## src/rtl/forward_decode_unit_pkg.sv

```systemverilog
`default_nettype none
// ============================================================================
//  Module      : forward_decode_unit_pkg
//  Description : Shared definitions for the forward/decode unit: instruction
//                class opcodes, ALU function codes and the history entry.
//  Revision    : 1.0 - initial release
// ============================================================================
package forward_decode_unit_pkg;

    // Register-address width the instruction field layout is built around.
    localparam int REG_AW = 3;

    // Instruction classes, cmd[15:14].
    localparam logic [1:0] CLS_LD  = 2'b00;
    localparam logic [1:0] CLS_ST  = 2'b01;
    localparam logic [1:0] CLS_ALU = 2'b11;

    // Immediate forms, cmd[15:11].
    localparam logic [4:0] OP_LI   = 5'b10000;
    localparam logic [4:0] OP_ADDI = 5'b10001;

    // ALU function codes, cmd[7:4].
    localparam logic [3:0] FN_ADD = 4'b0000;
    localparam logic [3:0] FN_SUB = 4'b0001;
    localparam logic [3:0] FN_AND = 4'b0010;
    localparam logic [3:0] FN_OR  = 4'b0011;
    localparam logic [3:0] FN_XOR = 4'b0100;
    localparam logic [3:0] FN_CMP = 4'b0101;
    localparam logic [3:0] FN_MOV = 4'b0110;
    localparam logic [3:0] FN_NOP = 4'b0111;
    localparam logic [3:0] FN_SHL = 4'b1000;
    localparam logic [3:0] FN_SHR = 4'b1001;
    localparam logic [3:0] FN_SAR = 4'b1010;
    localparam logic [3:0] FN_IDT = 4'b1011;
    localparam logic [3:0] FN_IN  = 4'b1100;
    localparam logic [3:0] FN_OUT = 4'b1101;

    // One retired-instruction history slot.
    typedef struct packed {
        logic              valid;
        logic [REG_AW-1:0] dest;
        logic              is_load;
    } hist_entry_t;

endpackage
`default_nettype wire

```

## src/rtl/forward_decode_unit_fwd_match.sv

```systemverilog
`default_nettype none
// ============================================================================
//  Module      : fwd_match
//  Description : Compares one source register against one history slot.
//  Ports       : src   - source register address of the decoding instruction
//                entry - history slot contents
//                hit   - slot holds a valid producer of src
//  Revision    : 1.0 - initial release
// ============================================================================
module fwd_match
    import forward_decode_unit_pkg::*;
(
    input  logic [REG_AW-1:0] src,
    input  hist_entry_t       entry,
    output logic              hit
);

    assign hit = entry.valid && (entry.dest == src);

    // Load tagging only matters for the stall check in the parent.
    logic unused_is_load;
    assign unused_is_load = entry.is_load;

endmodule
`default_nettype wire

```

## src/rtl/forward_decode_unit.sv

```systemverilog
`default_nettype none
// ============================================================================
//  Module      : forward_decode_unit
//  Description : Decode-stage operand forwarding selects, load-use stall and
//                flag-write decode, driven by a DEPTH-deep history of
//                recently accepted producers.
//  Ports       : clk, rst            - clock, async active-high reset
//                in_valid, cmd       - instruction in decode
//                in_ready            - decode not stalled
//                flush               - pipeline redirect, empties history
//                fwd_a, fwd_b        - one-hot forwarding selects (0 = regfile)
//                load_stall          - load-use hazard this cycle
//                flag_write          - accepted instruction writes flags
//  Revision    : 1.0 - initial release
// ============================================================================
module forward_decode_unit
    import forward_decode_unit_pkg::*;
#(
    parameter int DEPTH = 2,
    parameter int IW    = 16,
    parameter int RAW   = 3
) (
    input  logic             clk,
    input  logic             rst,
    input  logic             in_valid,
    input  logic [IW-1:0]    cmd,
    output logic             in_ready,
    input  logic             flush,
    output logic [DEPTH-1:0] fwd_a,
    output logic [DEPTH-1:0] fwd_b,
    output logic             load_stall,
    output logic             flag_write
);

    // ------------------------------------------------------------------
    // Instruction decode
    // ------------------------------------------------------------------
    logic [1:0]     cls;
    logic [4:0]     op5;
    logic [3:0]     func;
    logic [RAW-1:0] src_a;
    logic [RAW-1:0] src_b;
    logic           is_alu, is_st, is_ld, is_li, is_addi;
    logic           alu_prod, producer, use_a, use_b, writes_flags;
    logic [RAW-1:0] prod_dest;

    assign cls   = cmd[15:14];
    assign op5   = cmd[15:11];
    assign func  = cmd[7:4];
    assign src_a = cmd[13:11];
    assign src_b = cmd[10:8];

    assign is_alu  = (cls == CLS_ALU);
    assign is_st   = (cls == CLS_ST);
    assign is_ld   = (cls == CLS_LD);
    assign is_li   = (op5 == OP_LI);
    assign is_addi = (op5 == OP_ADDI);

    // CMP only sets flags and NOP does nothing; OUT and above write no register.
    assign alu_prod  = is_alu && (func <= FN_IN) && (func != FN_CMP) && (func != FN_NOP);
    assign producer  = alu_prod || is_li || is_addi || is_ld;
    // Loads put their destination in the A field; everything else uses B.
    assign prod_dest = is_ld ? cmd[13:11] : cmd[10:8];

    assign use_a = (is_alu && ((func <= FN_MOV) || (func == FN_OUT))) || is_st;
    assign use_b = (is_alu && ((func <= FN_CMP) || ((func >= FN_SHL) && (func <= FN_IDT))))
                   || is_st || is_ld || is_addi;

    assign writes_flags = (is_alu && (func <= FN_IDT) && (func != FN_NOP)) || is_addi;

    logic unused_low_bits;
    assign unused_low_bits = ^cmd[3:0];

    // ------------------------------------------------------------------
    // History shift register; slot 0 is the youngest entry.
    // ------------------------------------------------------------------
    hist_entry_t hist [DEPTH];
    hist_entry_t new_entry;
    logic        accept;

    assign accept = in_valid && in_ready;

    always_comb begin
        new_entry = '0;
        if (accept && producer) begin
            new_entry.valid   = 1'b1;
            new_entry.dest    = prod_dest;
            new_entry.is_load = is_ld;
        end
    end

    // Shifting every cycle (bubble when nothing is accepted) keeps slot index
    // equal to cycle age, which is what makes a stalled load forward from
    // slot 1 on the following cycle.
    always_ff @(posedge clk or posedge rst) begin
        if (rst) begin
            for (int k = 0; k < DEPTH; k++) hist[k] <= '0;
        end else if (flush) begin
            for (int k = 0; k < DEPTH; k++) hist[k] <= '0;
        end else begin
            hist[0] <= new_entry;
            for (int k = 1; k < DEPTH; k++) hist[k] <= hist[k-1];
        end
    end

    // ------------------------------------------------------------------
    // Per-slot matching and nearest-producer priority
    // ------------------------------------------------------------------
    logic [DEPTH-1:0] hit_a, hit_b;
    logic [DEPTH-1:0] sel_a, sel_b;

    for (genvar k = 0; k < DEPTH; k++) begin : g_slot
        fwd_match u_match_a (
            .src   (src_a),
            .entry (hist[k]),
            .hit   (hit_a[k])
        );
        fwd_match u_match_b (
            .src   (src_b),
            .entry (hist[k]),
            .hit   (hit_b[k])
        );
    end

    // Scan oldest to youngest so the youngest hit overwrites older ones.
    always_comb begin
        sel_a = '0;
        sel_b = '0;
        for (int k = DEPTH - 1; k >= 0; k--) begin
            if (hit_a[k]) begin
                sel_a    = '0;
                sel_a[k] = 1'b1;
            end
            if (hit_b[k]) begin
                sel_b    = '0;
                sel_b[k] = 1'b1;
            end
        end
    end

    assign fwd_a = (in_valid && use_a) ? sel_a : '0;
    assign fwd_b = (in_valid && use_b) ? sel_b : '0;

    // ------------------------------------------------------------------
    // Load-use hazard and flag write
    // ------------------------------------------------------------------
    assign load_stall = in_valid && hist[0].valid && hist[0].is_load &&
                        ((use_a && (hist[0].dest == src_a)) ||
                         (use_b && (hist[0].dest == src_b)));
    assign in_ready   = !load_stall;
    assign flag_write = accept && writes_flags;

endmodule
`default_nettype wire

```

## config.mk

```make
export PLATFORM = sky130hd
export DESIGN_NAME = forward_decode_unit
export DESIGN_NICKNAME = d
export VERILOG_FILES = /design/src/rtl/forward_decode_unit_pkg.sv /design/src/rtl/forward_decode_unit_fwd_match.sv /design/src/rtl/forward_decode_unit.sv
export SDC_FILE = /design/constraint.sdc
export NUM_CORES = 1
export LEC_CHECK = 0
export BUFFER_PORTS_ARGS = -buffer_cell sky130_fd_sc_hd__buf_2
export CAP_MARGIN = 20
export CORE_MARGIN = 10
export CORE_UTILIZATION = 49
export DETAILED_ROUTE_END_ITERATION = 8
export PLACE_DENSITY = 0.81
export SYNTH_ARGS = -nofsm -noshare
export SYNTH_HDL_FRONTEND = slang
export SYNTH_SLANG_ARGS = --single-unit
```

## constraint.sdc

```tcl
create_clock -name clk -period 3.12 [get_ports clk]
set_input_delay 0.624 -clock clk [delete_from_list [all_inputs] [get_ports clk]]
set_output_delay 0.624 -clock clk [all_outputs]
set_load 0.02 [all_outputs]
```

==> results by group, run 1 <==
Run status
  • Status: complete, no violations

Yosys
  • Post-synthesis register bit count: 9
  • Synth top area share: 34.9%
  • Unique masters post-synth: 25
  • Post-Syn Nets: 90
  • Yosys top cell by area: dfrtp_1
  • Post-synth EDFFs: 0
  • Yosys warns: 0
  • Synth area leaders: dfrtp_1, xnor2_1, xor2_1, nor4_1, mux2i_1
  • Post-synth top flop: dfrtp_1
  • Mapped Cells: 70
  • Syn Std Cell Area: 646 sq um
  • Sequential share of the synthesized area: 34.9%
  • Avg Inst Size Synth: 9.22 sq um
  • Ys async rst share: 100%

Layout
  • Proportion of layout cells with a drive suffix above 1: 29.8%
  • Top reg by flops: hist
  • Final net count: 115
  • Biggest regs: hist (9)
  • Post-Layout Inst Area: 778 sq um
  • Final Util: 61.3%
  • # diodes: 0
  • Max FFs per register: 9
  • Area grow syn2layout: 20.5%
  • FILL cells: 107

STA
  • Hold Worst Slack: 314 ps
  • Hold Fails Final Rpt: 0
  • Worst-Margin Slew: 506 ps
  • Final setup margin: 423 ps
  • Crit share post-route: 86.4%
  • Final Setup Violations: 0
  • Final Skew: 0.583 ps
  • Pins over their slew limit: 0
  • Achievable frequency: 0.371 GHz
  • Unrepaired setup endpoints after global routing: no
  • Setup_tns: 0 ps
  • Slew headroom: 65.9%
  • Final Critical Period: 2700 ps

Drt
  • Initial DRC Count: 6
  • Antenna Nets Post-Route: 0
  • Drt pass-1 iters: 3
  • Vias post-DR: 584
  • Residual DRC: 0
  • Via-per-instance ratio: 5.36
  • Post-Route WL: 1630 um
  • Routed len/inst: 15.0 um

CTS
  • Setup Fix Bufs, Post-CTS: 0
  • Hold-fix buffers at CTS: 0
  • Post-CTS sizing: 0
  • CTS Sinks: 9
  • CTS Buf Count: 3
  • Clock tree buffer depth: 2
  • H-tree depth: 1
  • Worst-path clk slew: 60 ps
  • Clock Latency Late Sink: 250 ps
  • CTS tree: done
  • Clock root buffer: clkbuf_4

Min path
  • Worst hold path class: in2async

Critical path
  • Setup crit start kind: primary input
  • CP max stage cell: o2111a_1
  • CP cell instances: buf_2, nor3b_2, o21ai_2, nor4_1, o2111a_1, nor3_1, buf_2
  • Crit path DAT: 2070 ps
  • Crit path kind: in2out
  • FF-to-FF setup slack: 1460 ps
  • Crit-path leading delay family: simple AND/OR/NAND/NOR gates
  • CP peak stage delay: 430 ps
  • WP buf/inv: 2
  • Worst Setup End Kind: primary output
  • Most used cell along the critical path: buf_2
  • Data required time of the critical path: 2500 ps
  • Crit-path max FO: 8

GRT
  • First-pass GRT wire length: 2640 um
  • Global route total overflow: 0
  • Vias in the first global route: 633
  • Initial antenna violation count: 0
  • Largest net degree at the start of global routing: 10
  • GRT Total Usage: 9.81%

Power and ir drop
  • Switching Share: 27.3%
  • Leak: 0.379 nW
  • Psw: 72.5 uW
  • P_int: 193 uW
  • Combinational Power Share: 21.2%
  • Pwr dens: 341 nW/um^2
  • Sequential power share: 46.7%
  • Clk pwr share: 32.0%
  • Peak supply drop: 0.209 mV

Floorplan
  • Core Area: 1270 sq um
  • Die X: 56.3 um
  • # rows: 13
  • Starting Density: 50.9%
  • Die Y: 56.3 um
  • Die area: 3170 sq um
  • Ports: 27

Placed design
  • Port buffer count: 22
  • GPL Wtd Cong: 0.710
  • Post-DP HPWL: 1400 um
  • Setup Slack @ Placement: 397 ps
  • Post-DP Area: 752 sq um

Run
  • # Max-Cap Violations: 0
-- power groups by stage --
| stage | clock, mW | combinational [mW] | sequential, mW |
|---|---|---|---|
| final | 0.0851 | 0.0564 | 0.124 |
| after global routing | 0.0956 | 0.0623 | 0.124 |
| after CTS | 0.0889 | 0.0565 | 0.124 |
| after detailed placement | 0 | 0.0563 | 0.126 |
| after global placement | 0 | 0.0540 | 0.126 |
| after floorplan | 0 | 0.0332 | 0.125 |
-- worst register-to-register path, stage by stage, from the launching register on --
cell	delay, ps
dfrtp_1	420
xor2_1	190
nor4_1	390
o2111a_1	400
nor4_1	120
-- synthesized netlist by cell type, drive strengths merged (3+ instances only) --
| cell type | count |
|---|---|
| nand2 | 4 |
| mux2i | 3 |
| nor3 | 4 |
| dfrtp | 9 |
| o21ai | 3 |
| nand4 | 3 |
| xor2 | 6 |
| nor4 | 6 |
| inv | 3 |
| nor2b | 4 |
| xnor2 | 6 |
-- cells in the final DEF (no fill, tap or decap), types with 2 or more instances in the layout --
cell type and n:
o21ai_0 2, a21oi_1 2, nor2b_1 4, xor2_1 6, and2_1 2, dfrtp_1 9
nand2b_1 2, nor2_1 2, nand4_1 3, xnor2_1 6, nor3_1 4, nor4_1 6
mux2i_1 3, a211oi_1 2, nand2_1 4, and3_1 2, inv_1 2, buf_2 22
clkbuf_4 3
-- per-layer routing --
metal / share of wire, % / GRT usage [%] / vias up
met1: 46 / 11.3 / 266
met3: 2.9 / 2.25 / 4
met5: 0 / 0 / -
li1: - / - / 301
met4: 0.92 / 4.12 / 0
met2: 50 / 16.8 / 13
-- path summary, 6_finish.rpt --
check / end / startpoint / depth (start not counted)
max: flag_write / cmd[12] / 7
min: hist[8] / rst / 2
max reg2reg: hist[7] / hist[6] / 4
min reg2reg: hist[3] / hist[8] / 1
max in group asynchronous: hist[9] / rst / 2
min in group clk: hist[3] / flush / 2
-- kinds of logic after synthesis --
| family | count (synthesis) | share of synthesized area, % |
|---|---|---|
| AND/OR/NAND/NOR | 30 | 26.9 |
| AO/OA/AOI/OAI | 11 | 12.0 |
| multiplexers | 3 | 4.65 |
| buffers and inverters | 5 | 5.23 |
| flip-flops | 9 | 34.9 |
| XOR/XNOR | 12 | 16.3 |
-- layout make-up --
class	instances	area, sq um	share of cell area [%]
Multi-Input combinational cell	56	387	49.7
Sequential cell	9	225	28.9
Timing Repair Buffer	22	110	14.1
Clock buffer	4	26.3	3.38
Tap cell	15	18.8	2.41
Inverter	3	11.3	1.45
-- metrics by stage --
stage,std cells,total power [mW]
2_1_floorplan,70,0.158
3_3_place_gp,105,0.180
3_5_place_dp,105,0.182
4_1_cts,109,0.269
5_1_grt,109,0.282
6_report,109,0.266
(Power assumes the default switching activity.)
==> run 2: changes to the inputs <==
- PLACE_DENSITY: 0.81 -> 0.86
==> results by group, run 2 (synthesis results as in run 1) <==
Run status
  • Status: complete, no violations (unchanged)

Critical path
  • Worst reg2reg path depth: 4 (unchanged)
  • Critical path origin: cmd[12] (unchanged)
  • Setup crit start kind: primary input (unchanged)
  • Data required time of the critical path: 2500 ps (about the same)
  • Crit path to: flag_write (unchanged)
  • FF-to-FF Start: hist[6] (unchanged)
  • Worst Setup End Kind: primary output (unchanged)
  • Crit path DAT: 2130 ps (was 2070 ps)
  • Crit path kind: in2out (unchanged)
  • R2R Path End: hist[6] (was hist[7])
  • Crit-path max FO: 8 (unchanged)
  • FF-to-FF setup slack: 1410 ps (was 1460 ps)

Layout
  • Sequential cell area: 225 sq um (unchanged)
  • Non-filler cells in the finished layout: 109 (unchanged)
  • # diodes: 0 (unchanged)
  • Max FFs per register: 9 (unchanged)
  • Area grow syn2layout: 20.5% (unchanged)
  • FILL cells: 115 (was 107)
  • Proportion of layout cells with a drive suffix above 1: 29.8% (unchanged)
  • Commonest non-fill, non-tap cells in the layout: buf_2, dfrtp_1, xor2_1, nor4_1, xnor2_1 (unchanged)
  • Top reg by flops: hist (unchanged)
  • Biggest regs: hist (9) (unchanged)
  • Most common cell after layout, fill and taps aside: buf_2 (unchanged)
  • Post-Layout Inst Area: 778 sq um (unchanged)
  • Footprint of the multi-input gates: 387 sq um (unchanged)
  • Final net count: 115 (unchanged)

CTS
  • CTS tree: done (unchanged)
  • Hold-fix buffers at CTS: 0 (unchanged)
  • Setup Fix Bufs, Post-CTS: 0 (unchanged)
  • CTS Buf Count: 3 (unchanged)
  • Clock Latency Late Sink: 260 ps (was 250 ps)
  • Post-CTS sizing: 0 (unchanged)
  • Clock root buffer: clkbuf_4 (unchanged)
  • Clock tree buffer depth: 2 (unchanged)
  • CTS Sinks: 9 (unchanged)
  • H-tree depth: 1 (unchanged)
  • Worst-path clk slew: 70 ps (was 60 ps)

Drt
  • Initial DRC Count: 18 (was 6)
  • Vias post-DR: 599 (was 584)
  • Routed len/inst: 15.2 um (was 15.0 um)
  • Antenna Nets Post-Route: 0 (unchanged)
  • Drt pass-1 iters: 4 (was 3)
  • Post-Route WL: 1660 um (was 1630 um)
  • Residual DRC: 0 (unchanged)
  • Via-per-instance ratio: 5.50 (was 5.36)

STA
  • Achievable frequency: 0.363 GHz (was 0.371 GHz)
  • Setup_tns: 0 ps (unchanged)
  • Unrepaired setup endpoints after global routing: no (unchanged)
  • Hold Worst Slack: 302 ps (was 314 ps)
  • Crit share post-route: 88.3% (was 86.4%)
  • Hold Fails Final Rpt: 0 (unchanged)
  • Final Setup Violations: 0 (unchanged)
  • Final Skew: 14.2 ps (was 0.583 ps)
  • Pins over their slew limit: 0 (unchanged)
  • Slew headroom: 70.6% (was 65.9%)
  • Worst-Margin Slew: 436 ps (was 506 ps)
  • Final Critical Period: 2760 ps (was 2700 ps)

Placed design
  • Post-DP HPWL: 1400 um (about the same)
  • Port buffer count: 22 (unchanged)
  • Dpl cells: 105 (unchanged)
  • Post-DP Area: 752 sq um (unchanged)
  • GPL Wtd Cong: 0.813 (was 0.710)

Floorplan
  • Starting Density: 50.9% (unchanged)
  • Die area: 3170 sq um (unchanged)
  • Die X: 56.3 um (unchanged)
  • Core Area: 1270 sq um (unchanged)
  • Ports: 27 (unchanged)
  • # rows: 13 (unchanged)
  • Die Y: 56.3 um (unchanged)

Power and ir drop
  • Peak supply drop: 0.305 mV (was 0.209 mV)
  • Leak: 0.379 nW (unchanged)
  • Pwr dens: 343 nW/um^2 (was 341 nW/um^2)

GRT
  • GRT Total Usage: 10.6% (was 9.81%)
  • First-pass GRT wire length: 2770 um (was 2640 um)
  • Largest net degree at the start of global routing: 10 (unchanged)
  • Global route total overflow: 0 (unchanged)
  • Initial antenna violation count: 0 (unchanged)
  • Vias in the first global route: 609 (was 633)

Run
  • # Max-Cap Violations: 0 (unchanged)

Min path
  • Worst hold path class: in2async (unchanged)
==> run 2: cell counts in the layout (fill, tap and decap cells not counted) <==
No cell type changed its count.
==> run 2: area by class of cell <==
class,count,share of cell area (%)
Clock buffer,4,3.38
Inverter,3,1.45
Multi-Input combinational cell,56,49.7
Sequential cell,9,28.9
Tap cell,15,2.41
Timing Repair Buffer,22,14.1
==> run 2: power by group <==
group / internal, mW / switching, mW
Sequential: 0.120 / 0.00388
Clock: 0.0490 / 0.0376
Combinational: 0.0237 / 0.0326
==> run 2: metrics by stage <==
step | utilization (%) | power (mW) | setup WS (ps)
floorplan | - | 0.158 | 521
global placement | 59.3 | 0.180 | 431
detailed placement | 59.3 | 0.182 | 397
CTS | 61.3 | 0.269 | 396
global route | 61.3 | 0.283 | 283
finish | 61.3 | 0.267 | 365
==> run 2: worst max-delay path, stage by stage <==
cell and delay [ps]:
buf_2 140, nor3b_2 240, o21ai_2 110, nor4_1 330, o2111a_1 420, nor3_1 90
buf_2 170
==> run 2: worst min-delay path by stage <==
| stage | start | endpoint | slack [ps] | cells after the start |
|---|---|---|---|---|
| floorplan | rst | hist[1] | 450 | 1 |
| finish | rst | hist[4] | 300 | 2 |
| global route | rst | hist[1] | 330 | 2 |
| global placement | hist[6] | hist[1] | 570 | 1 |
| CTS | rst | hist[3] | 310 | 2 |
| detailed placement | hist[7] | hist[2] | 570 | 1 |
==> run 2: routing by layer <==
metal | global-route usage, % | wire [um] | up-vias
met4 | 5.50 | 33 | 0
met2 | 18.9 | 916 | 17
met5 | 0 | 0 | -
li1 | - | - | 301
met3 | 3.15 | 61 | 4
met1 | 11.0 | 643 | 277
